File: config.mk
export PLATFORM = sky130hd
export DESIGN_NAME = ecmac_tile_sched
export DESIGN_NICKNAME = d
export VERILOG_FILES = /design/src/rtl/ecmac_pkg.sv /design/src/rtl/ecmac_col_comp.sv /design/src/rtl/ecmac_tile_sched.sv
export SDC_FILE = /design/constraint.sdc
export NUM_CORES = 1
export LEC_CHECK = 0
export CAP_MARGIN = 10
export CORE_AREA = 4 4 220 222
export DETAILED_ROUTE_END_ITERATION = 8
export DIE_AREA = 0 0 224 226
export PLACE_DENSITY = 0.73
export SYNTH_ARGS = -nofsm -noshare
export SYNTH_HDL_FRONTEND = slang
export SYNTH_SLANG_ARGS = --single-unit
File: constraint.sdc
create_clock -name clk -period 9.25 [get_ports clk]
set_input_delay 0.925 -clock clk [delete_from_list [all_inputs] [get_ports clk]]
set_output_delay 0.925 -clock clk [all_outputs]
set_load 0.005 [all_outputs]
File: src/rtl/ecmac_pkg.sv
// Shared types and helpers for the error-compensating MAC tile scheduler.
package ecmac_pkg;

    typedef enum logic [1:0] {
        IDLE   = 2'd0,
        LOAD_W = 2'd1,
        STREAM = 2'd2,
        DRAIN  = 2'd3
    } ecmac_state_t;

    localparam int ACC_W_DEF  = 24;
    localparam int PROD_W_DEF = 16;
    localparam int POP_MAX_W  = 64;

    function automatic int unsigned popcount(input logic [POP_MAX_W-1:0] v);
        int unsigned n;
        n = 0;
        for (int i = 0; i < POP_MAX_W; i++) begin
            n = n + {31'd0, v[i]};
        end
        return n;
    endfunction

endpackage

File: src/rtl/ecmac_col_comp.sv
// Column-bottom compensation: adds the forwarded error product when the column flags an error.
module ecmac_col_comp
    import ecmac_pkg::*;
#(
    parameter int ACC_W  = ACC_W_DEF,
    parameter int PROD_W = PROD_W_DEF
) (
    input  logic [ACC_W-1:0]  psum,
    input  logic [PROD_W-1:0] err_prod,
    input  logic              err,
    output logic [ACC_W-1:0]  res
);

    // Product is unsigned, so zero-extend; the sum wraps modulo 2^ACC_W.
    assign res = psum + (err ? ACC_W'(err_prod) : '0);

endmodule

File: src/rtl/ecmac_tile_sched.sv
// Tile sequencer and compensated output stage for a ROWS x COLS systolic MAC array.
//
// state  | meaning
// IDLE   | waiting for start; array gated off
// LOAD_W | one weight row written per cycle, rows 0..ROWS-1
// STREAM | popping activation vectors until k_len have been issued
// DRAIN  | array runs until every result has been captured and accepted
module ecmac_tile_sched
    import ecmac_pkg::*;
#(
    parameter int ROWS   = 8,
    parameter int COLS   = 8,
    parameter int ACC_W  = ACC_W_DEF,
    parameter int PROD_W = PROD_W_DEF,
    parameter int K_W    = 16,
    parameter int CNT_W  = 16
) (
    input  logic                    clk,
    input  logic                    rst_n,
    input  logic                    start,
    input  logic [K_W-1:0]          k_len,
    output logic                    busy,
    output logic                    done,
    output logic                    w_load,
    output logic [$clog2(ROWS)-1:0] w_row,
    output logic                    act_rd_en,
    input  logic                    act_empty,
    output logic                    array_en,
    input  logic [COLS*ACC_W-1:0]   col_psum,
    input  logic [COLS*PROD_W-1:0]  col_err_prod,
    input  logic [COLS-1:0]         col_err,
    output logic                    out_valid,
    input  logic                    out_ready,
    output logic [COLS*ACC_W-1:0]   out_data,
    output logic [CNT_W-1:0]        err_count
);

    localparam int              RW       = $clog2(ROWS);
    localparam int              DEPTH    = ROWS + COLS - 1;
    localparam logic [RW-1:0]   ROW_LAST = RW'(ROWS - 1);
    localparam logic [CNT_W-1:0] CNT_MAX = '1;

    ecmac_state_t          state, state_nxt;
    logic [K_W-1:0]        k_reg, issued, received;
    logic [RW-1:0]         w_row_q;
    logic [DEPTH-1:0]      vld_sr;
    logic                  stall, capture, start_run, start_nop;
    logic [COLS*ACC_W-1:0] res;
    logic [CNT_W:0]        err_sum;

    for (genvar c = 0; c < COLS; c++) begin : g_col
        ecmac_col_comp #(
            .ACC_W  (ACC_W),
            .PROD_W (PROD_W)
        ) u_comp (
            .psum     (col_psum[c*ACC_W +: ACC_W]),
            .err_prod (col_err_prod[c*PROD_W +: PROD_W]),
            .err      (col_err[c]),
            .res      (res[c*ACC_W +: ACC_W])
        );
    end

    assign stall     = out_valid & ~out_ready;
    assign busy      = (state != IDLE);
    assign w_load    = (state == LOAD_W);
    assign w_row     = w_row_q;
    assign array_en  = ((state == STREAM) || (state == DRAIN)) && !stall;
    assign act_rd_en = (state == STREAM) && !act_empty && !stall && (issued < k_reg);
    // Bubbles shift through as zeros, so a set top bit always means a real result.
    assign capture   = array_en && vld_sr[DEPTH-1];
    assign start_run = (state == IDLE) && start && (k_len != '0);
    assign start_nop = (state == IDLE) && start && (k_len == '0);
    assign err_sum   = {1'b0, err_count} + (CNT_W+1)'(popcount(POP_MAX_W'(col_err)));

    always_comb begin
        state_nxt = state;
        unique case (state)
            IDLE:    if (start_run) state_nxt = LOAD_W;
            LOAD_W:  if (!stall && w_row_q == ROW_LAST) state_nxt = STREAM;
            STREAM:  if (!stall && issued == k_reg) state_nxt = DRAIN;
            DRAIN:   if (!stall && received == k_reg) state_nxt = IDLE;
            default: state_nxt = IDLE;
        endcase
    end

    always_ff @(posedge clk) begin
        if (!rst_n) begin
            state     <= IDLE;
            k_reg     <= '0;
            issued    <= '0;
            received  <= '0;
            w_row_q   <= '0;
            vld_sr    <= '0;
            out_valid <= 1'b0;
            out_data  <= '0;
            err_count <= '0;
            done      <= 1'b0;
        end else begin
            state <= state_nxt;
            done  <= start_nop || ((state == DRAIN) && (state_nxt == IDLE));
            if (start_run) begin
                k_reg     <= k_len;
                issued    <= '0;
                received  <= '0;
                vld_sr    <= '0;
                err_count <= '0;
            end
            if (w_load && !stall) begin
                w_row_q <= (w_row_q == ROW_LAST) ? '0 : w_row_q + 1'b1;
            end
            if (act_rd_en) begin
                issued <= issued + 1'b1;
            end
            if (array_en) begin
                vld_sr <= {vld_sr[DEPTH-2:0], act_rd_en};
            end
            if (capture) begin
                received  <= received + 1'b1;
                out_data  <= res;
                out_valid <= 1'b1;
                err_count <= err_sum[CNT_W] ? CNT_MAX : err_sum[CNT_W-1:0];
            end else if (out_valid && out_ready) begin
                out_valid <= 1'b0;
            end
        end
    end

endmodule

==> metrics <==
area of the multi-input gates 0.0126 sq mm; vias in the first global route 20,200; pwr/cell area 125 mW/mm^2; share of cells above drive strength 1 0.0327; IO buf count 565; status finished clean; max-cap violations 0; Longest Clk Path Bufs 3; GRT Total Usage 0.278; instance area at placement 0.0250 sq mm; post-synthesis mux area share 0.0103; TNS Setup 0 ns; Initial Util 0.407; Synth Area in XOR/XNOR 0.0575; Post-CTS Setup Inserts 0; Clock power frac 0.417; Layout fillers 4,273; post-cts resize count 0; DRT iter0 DRCs 1,544; Post-Route Utilization 0.564; post-route ant nets 0; Final HPWL DP 56,400 um; Final Cell Area 0.0261 sq mm; gpl congestion 0.993; Slew HR 0.279; unrepaired setup endpoints after global routing no; FFs w/ async S/R, synth 0; worst vdd ir 0.113 mV; Tightest Pin Transition 1.08 ns; Vias/cell 5.65; Cells after Synth 2,445; Clock Latency Late Sink 0.53 ns; Net Sw Power 0.000911 W; Max Slew Vio Count 0; worst reg2reg path depth 8; Hold WC Path Type flip-flop to flip-flop; first-pass GRT wire length 113,000 um; Synth Flop Type dfxtp_1; Netlist cell types 75; ranking of synthesized cells by area dfxtp_1 (29%), ha_1 (10%), a21oi_1 (6.3%); Die Wd 224 um; CP Data Required Time 8.33 ns; power share of the sequential group 0.370; Critical Path AT 4.00 ns; final worst slack 4.32 ns; final WL 73,600 um; DIE AREA 0.0506 sq mm; Overflow after GRT 0; Pwr Total 0.00327 W; most frequent cell after synthesis nand2_1; crit path max fanout 18; Switching Fraction 0.279; CTS clk-pin slew, worst paths 0.06 ns; P_int 0.00236 W; pin count of the biggest net entering global routing 96; die height 226 um; leakage 10.1 nW; syn_area_per_cell 7.73 sq um; core box area 0.0464 sq mm; clock buffer count from CTS 36; Clock Skews 0.0154 ns; Adder-Cell Fraction of Synth Area 0.116; WS Path Type input port to output pin; Largest register FFs 192; I/O pin total 566; reg2reg setup slack 5.65 ns; top-area cell type share of the netlist area 0.295; Reg area 0.00557 sq mm; fmax 203 MHz; DR DRC count 0; Nets 3,465; Reg with most FFs out_data; clock sink count 278; Comb pwr share 0.213; CTS tree yes; cell row count 79; min Tclk post-route 4.93 ns; hold depth 2; pre-CTS WS 3.42 ns; period utilization 0.533; hold buffer count at cts 0; final setup fails 0; CP Launch Type input port; largest family of logic cells by synthesized area simple AND/OR/NAND/NOR gates; Synth Net Count 2,961; Synth Area in Compound Gates 0.221; via count 20,200; CTS H-tree depth 2; Hold Vio Cnt, Final 0; top post-synthesis cells by count nand2_1 (315), dfxtp_1 (278), a21oi_1 (237); Mapped Area 0.0189 sq mm; critical path endpoint category output pin; YS warnings 0; post-synth top area cell dfxtp_1; Post-synth EDFFs 0; synthesis-to-layout area growth 38.4%; simple-gate share of the synthesized area 0.263; initial antenna violation count 10; DR WL/cell 20.6 um; Seq cells post-synth 278; 1st-pass router iterations 5; register area share after synthesis 0.295; Clock Root Buffer clkbuf_16
cells in the final DEF, fill, tap and decap left out, types with 26 or more instances in the layout:
cell / count
nor2b_1: 35
nand3_1: 109
nand4_1: 36
nor3_1: 49
and2_1: 131
nor2_1: 167
o21ai_0: 131
clkbuf_16: 37
or3_1: 27
clkdlybuf4s50_1: 564
xor2_1: 34
a211oi_1: 35
a21o_1: 55
nand2_1: 313
a31oi_1: 29
a21oi_1: 237
o21a_1: 32
xnor2_1: 90
dfxtp_1: 278
and3_1: 30
o211ai_1: 26
inv_1: 75
ha_1: 154
cell families (layout without fill, tap and decap cells):
group / after synthesis / after routing
fa+ha+maj: 167 / 167
simple gates: 1001 / 1001
buf+inv: 190 / 714
other cells: 0 / 6
flops: 278 / 278
mux: 19 / 19
compound gates: 666 / 666
xor+xnor: 124 / 124
per-stage QoR:
stage	hold WS (ns)	cells
2_1_floorplan	0.432	2445
3_3_place_gp	0.437	3517
3_5_place_dp	0.445	3517
4_1_cts	0.450	3575
5_1_grt	0.467	3581
6_report	0.450	3582
final timing paths:
kind                     start           end
hold reg to reg   out_data[31]  out_data[31]
hold / removal    out_data[31]  out_data[31]
setup / recovery     out_ready     act_rd_en
setup reg to reg     out_valid  received[12]
metal layers:
layer  up-vias  wire length [um]  track usage  share of wire
met2       751             35800        0.488           0.49
li1       9757                 -            -              -
met5         -                48            0        0.00065
met3       137              5590       0.0675          0.076
met1      9572             29700        0.335           0.40
met4         8              2410       0.0899          0.033
power by group through the flow:
stage	Sequential [W]	Combinational, W	Clock, W
finish	0.00121	0.000698	0.00136
global placement	0.00124	0.000675	0
detailed placement	0.00124	0.000685	0
global route	0.00121	0.000768	0.00144
CTS	0.00121	0.000691	0.00140
floorplan	0.00123	0.000408	0
layout make-up:
type                       count  share of cell area
clock inverter                 8             0.00287
antenna                        6            0.000574
clock buffer                  50              0.0400
inverter                      77              0.0112
tap                          607              0.0290
timing repair buffer         579               0.220
multi-input combinational   1977               0.483
sequential                   278               0.213
critical path, stage by stage:
cell	delay [ns]
clkdlybuf4s50_1	0.45
nand2b_1	0.31
nand2_1	0.47
nor4_1	0.33
nand2_1	0.09
a221o_1	0.50
inv_2	0.32
clkdlybuf4s50_1	0.58
No activity file was read; power rests on OpenSTA's default activity.
